<file path="src/rtl/first_counter_down_if.sv">
// Control and status bundle for the first_counter_down countdown timer.
// The master drives the control side and the slave (the counter) returns the registered status.
interface first_counter_down_if #(
  parameter int WIDTH = 4
);
  logic             load;
  logic [WIDTH-1:0] load_value;
  logic             enable;
  logic             auto_reload;
  logic             clear_flag;
  logic [WIDTH-1:0] counter_out;
  logic             underflow_out;
  logic             tc_pulse;
  logic             busy_out;

  modport master (
    output load, load_value, enable, auto_reload, clear_flag,
    input  counter_out, underflow_out, tc_pulse, busy_out
  );

  modport slave (
    input  load, load_value, enable, auto_reload, clear_flag,
    output counter_out, underflow_out, tc_pulse, busy_out
  );
endinterface

</file>
<file path="src/rtl/first_counter_down.sv">
// Loadable down-counter with a terminal-count pulse, a sticky underflow flag,
// and a choice of one-shot or auto-reload operation.
//
// state | meaning
// IDLE  | not loaded since reset; enable is ignored
// RUN   | counting down on enabled cycles
// DONE  | one-shot has expired; the count holds at 0
module first_counter_down #(
  parameter int WIDTH = 4
) (
  input  logic                 clk,
  input  logic                 reset,
  first_counter_down_if.slave  bus
);

  typedef enum logic [1:0] {
    S_IDLE = 2'd0,
    S_RUN  = 2'd1,
    S_DONE = 2'd2
  } state_t;

  state_t           state_q, state_d;
  logic [WIDTH-1:0] count_q, count_d;
  logic [WIDTH-1:0] reload_q, reload_d;
  logic             uflow_q, uflow_d;
  logic             tc_q, tc_d;
  logic             uflow_event;

  // An underflow is the enabled tick that finds the count already at zero.
  // A load in the same cycle takes priority and suppresses it.
  assign uflow_event = (state_q == S_RUN) && bus.enable && !bus.load &&
                       (count_q == '0);

  always_ff @(posedge clk or negedge reset) begin
    if (!reset) begin
      state_q  <= S_IDLE;
      count_q  <= '0;
      reload_q <= '0;
      uflow_q  <= 1'b0;
      tc_q     <= 1'b0;
    end else begin
      state_q  <= state_d;
      count_q  <= count_d;
      reload_q <= reload_d;
      uflow_q  <= uflow_d;
      tc_q     <= tc_d;
    end
  end

  always_comb begin
    state_d = state_q;
    if (bus.load) begin
      state_d = S_RUN;
    end else if (uflow_event && !bus.auto_reload) begin
      state_d = S_DONE;
    end
  end

  always_comb begin
    count_d  = count_q;
    reload_d = reload_q;
    tc_d     = uflow_event;
    uflow_d  = uflow_q;

    if (bus.load) begin
      count_d  = bus.load_value;
      reload_d = bus.load_value;
    end else if (uflow_event) begin
      if (bus.auto_reload) begin
        count_d = reload_q;
      end
    end else if ((state_q == S_RUN) && bus.enable) begin
      count_d = count_q - 1'b1;
    end

    // A set in the same cycle wins over clear_flag.
    if (uflow_event) begin
      uflow_d = 1'b1;
    end else if (bus.clear_flag) begin
      uflow_d = 1'b0;
    end
  end

  assign bus.counter_out   = count_q;
  assign bus.underflow_out = uflow_q;
  assign bus.tc_pulse      = tc_q;
  assign bus.busy_out      = (state_q == S_RUN);

endmodule
</file>
<file path="src/flat_wrapper.sv">
// flat-port wrapper written by rule: the top's interface ports become plain ports
module first_counter_down_flat 
#(
  parameter int WIDTH = 4
)
  (clk, reset, bus_load, bus_load_value, bus_enable, bus_auto_reload, bus_clear_flag, bus_counter_out, bus_underflow_out, bus_tc_pulse, bus_busy_out);
  first_counter_down_if #(.WIDTH(WIDTH)) bus_i ();
  input  logic clk;
  input  logic reset;
  input wire logic [$bits(bus_i.load)-1:0] bus_load;
  input wire logic [$bits(bus_i.load_value)-1:0] bus_load_value;
  input wire logic [$bits(bus_i.enable)-1:0] bus_enable;
  input wire logic [$bits(bus_i.auto_reload)-1:0] bus_auto_reload;
  input wire logic [$bits(bus_i.clear_flag)-1:0] bus_clear_flag;
  output wire logic [$bits(bus_i.counter_out)-1:0] bus_counter_out;
  output wire logic [$bits(bus_i.underflow_out)-1:0] bus_underflow_out;
  output wire logic [$bits(bus_i.tc_pulse)-1:0] bus_tc_pulse;
  output wire logic [$bits(bus_i.busy_out)-1:0] bus_busy_out;
  assign bus_i.load = bus_load;
  assign bus_i.load_value = bus_load_value;
  assign bus_i.enable = bus_enable;
  assign bus_i.auto_reload = bus_auto_reload;
  assign bus_i.clear_flag = bus_clear_flag;
  assign bus_counter_out = bus_i.counter_out;
  assign bus_underflow_out = bus_i.underflow_out;
  assign bus_tc_pulse = bus_i.tc_pulse;
  assign bus_busy_out = bus_i.busy_out;
  first_counter_down #(.WIDTH(WIDTH)) u_core (.clk(clk), .reset(reset), .bus(bus_i));
endmodule
</file>
<file path="config.mk">
export PLATFORM = sky130hd
export DESIGN_NAME = first_counter_down_flat
export DESIGN_NICKNAME = d
export VERILOG_FILES = /design/src/rtl/first_counter_down_if.sv /design/src/rtl/first_counter_down.sv /design/src/flat_wrapper.sv
export SDC_FILE = /design/constraint.sdc
export NUM_CORES = 1
export LEC_CHECK = 0
export CAP_MARGIN = 20
export CORE_MARGIN = 10
export CORE_UTILIZATION = 30
export CTS_BUF_LIST = sky130_fd_sc_hd__clkbuf_4 sky130_fd_sc_hd__clkbuf_8
export DETAILED_ROUTE_END_ITERATION = 8
export PLACE_DENSITY_LB_ADDON = 0.05
export SLEW_MARGIN = 10
export SYNTH_ARGS = -nofsm -noshare
export SYNTH_HDL_FRONTEND = slang
export SYNTH_SLANG_ARGS = --single-unit
</file>
<file path="constraint.sdc">
create_clock -name clk -period 3.65 [get_ports clk]
set_clock_uncertainty 0.1 [all_clocks]
set_input_delay 0.5475 -clock clk [delete_from_list [all_inputs] [get_ports clk]]
set_output_delay 0.5475 -clock clk [all_outputs]
set_load 0.02 [all_outputs]
</file>
==> out/results.tsv <==
metric	value	unit
Slew Viols, Final	0	
clk sinks	12	
status	completed	
Total GRT Usage	7.34	%
Yosys cell types	30	
Post-CTS Resized	0	
Cell Area, Synth	688	sq um
power density over cell area	404	mW/mm^2
Max Cap Violations	0	
unrepaired setup endpoints after global routing	no	
cell count after placement	106	
Die W	67.9	um
CTS Buf Count	3	
post-CTS setup buffers	0	
Placer Congestion	0.675	
Placement Rows	17	
ANT cells	0	
Setup-failing EPs final	0	
FMAX	448	MHz
#FFs+latches synth	12	
most frequent cells in the layout	clkdlybuf4s50_1, dfrtp_1, inv_1	
critical path class	reg2out	
Die ar.	0.00461	sq mm
final net count	95	
number of global-route vias before repair	545	
DR vias/cell	4.97	
crit path DAT	1.58	ns
Pre-antenna DRT Iters	4	
Worst Path Required	3.00	ns
Port Buffers	16	
later-pin clock latency in the skew report	0.28	ns
crit path launch type	flip-flop	
post-route ant nets	0	
yosys warns	0	
Reg2Reg Depth	5	
die height	67.9	um
Avg Cell Area, Syn	10.8	sq um
Final Non-Filler Cells	110	
starting DRC count in detailed routing	14	
Crit Path Max Fanout	3	
pin count of the biggest net entering global routing	20	
Final Hold Fails	0	
setup TNS	0	ns
Least-Margin Pin Slew	0.695	ns
final period utilization	61.1	%
DRC Markers	0	
CTS tree	yes	
Initial Util	31.4	%
commonest non-fill, non-tap cell in the layout	clkdlybuf4s50_1	
Post-Synthesis Cells	64	
Fill cells	224	
Worst Hold Path Cells	1	
Remaining Overflow, GRT	0	
Routed Wire Length	1520	um
initial antenna violation count	0	
clk buf depth	2	
CP endpoint kind	output pin	
area delta synth->final	32.2	%
worst rel slew slack	53.5	%
Root Driver	clkbuf_4	
minimum clock period	2.23	ns
layout cells sized above 1	13.4	%
num ports	17	
Hold Buf Count CTS	0	
first-pass GRT wire length	2550	um
Seq/Total Area, Yosys	43.6	%
core area	0.00219	sq mm
vias	547	
Hold WC Path Type	reg2reg	
DP HPWL	1150	um
clock transition at the registers of the reported paths	0.08	ns
Syn Nets	76	
VDD IR max	0.187	mV
# H-tree levels	1	
drt wl/cell	13.8	um
static leakage	0.387	nW
synth_stat cells:
cell type / instances / area share [%]
o21a_1: 1 / 1.1
nor4b_2: 1 / 2.2
o41ai_2: 1 / 2.4
a221oi_2: 1 / 2.2
a21oi_1: 4 / 2.9
a2111o_1: 1 / 1.6
o211ai_1: 1 / 1.1
nand2_1: 4 / 2.2
nor3b_2: 1 / 1.8
nand3_1: 1 / 0.73
o21ai_0: 2 / 1.5
nand3b_4: 1 / 2.9
nor2b_1: 3 / 2.7
a22oi_1: 1 / 1.1
a311o_1: 1 / 1.5
dfrtp_1: 12 / 44
inv_1: 8 / 4.4
o21bai_1: 1 / 1.1
or3_1: 1 / 0.91
nor2_1: 3 / 1.6
nor4_2: 1 / 1.8
nand2b_1: 2 / 1.8
a21o_1: 2 / 2.2
and4b_1: 1 / 1.5
mux2_4: 1 / 2.2
ha_1: 2 / 3.6
a32o_1: 1 / 1.5
mux2_1: 2 / 3.3
buf_2: 2 / 1.5
o311ai_1: 1 / 1.3
cell families (layout without fill, tap and decap cells):
group	count (synthesis)	in the layout	share of synthesized area, %
fa+ha+maj	2	2	3.64
mux	3	3	5.45
compound gates	18	18	21.3
simple gates	19	19	20.2
buf+inv	10	28	5.82
flops	12	12	43.6
per-layer routing:
metal	GRT usage [%]	wire (um)	vias to the layer above
met1	8.30	692	261
li1	-	-	268
met3	2.61	116	5
met4	5.28	42	0
met2	11.3	669	13
met5	0	0	-
worst max-delay path, cell delays in order (launching register included):
cell             delay, ns
dfrtp_1               0.40
nor2b_1               0.25
clkdlybuf4s50_1       0.65
state kept, by name, summed over array words and instances, names as in the netlist:
register and flops:
u_core.bus.counter_out 4, u_core.reload_q 4, u_core.state_q 2, u_core.bus.tc_pulse 1, u_core.bus.underflow_out 1
where the power goes:
part | internal, mW | total, mW | switching (mW)
Clock | 0.0608 | 0.109 | 0.0486
Sequential | 0.145 | 0.159 | 0.0143
Combinational | 0.0519 | 0.0991 | 0.0471
Total | 0.258 | 0.368 | 0.110
stage by stage:
step	area, sq um	power [mW]	hold WS, ns	setup slack [ns]	util [%]
after floorplan	688	0.221	0.152	1.87	-
after global placement	873	0.264	0.373	1.48	39.9
after detailed placement	873	0.263	0.372	1.47	39.9
after CTS	910	0.376	0.391	1.40	41.5
after global routing	910	0.391	0.396	1.33	41.5
final	910	0.368	0.385	1.42	41.5
cell type report:
cell class	count	area [sq um]	area share, %
Inverter	8	30.0	3.30
Clock buffer	4	36.3	3.99
Tap cell	28	35.0	3.85
Multi-Input combinational cell	42	348	38.2
Sequential cell	12	300	33.0
Timing Repair Buffer	16	160	17.6
final timing paths:
check / slack (ns) / startpoint / endpoint
setup / recovery: 1.42 / u_core.state_q[0] / bus_busy_out
setup reg to reg: 1.81 / u_core.bus.counter_out[0] / u_core.bus.counter_out[1]
hold / removal: 0.39 / u_core.bus.underflow_out / u_core.bus.underflow_out
min in group asynchronous: 0.53 / reset / u_core.reload_q[0]
max in group asynchronous: 2.55 / reset / u_core.bus.counter_out[3]
hold reg to reg: 0.39 / u_core.bus.underflow_out / u_core.bus.underflow_out
(Power assumes the default switching activity.)
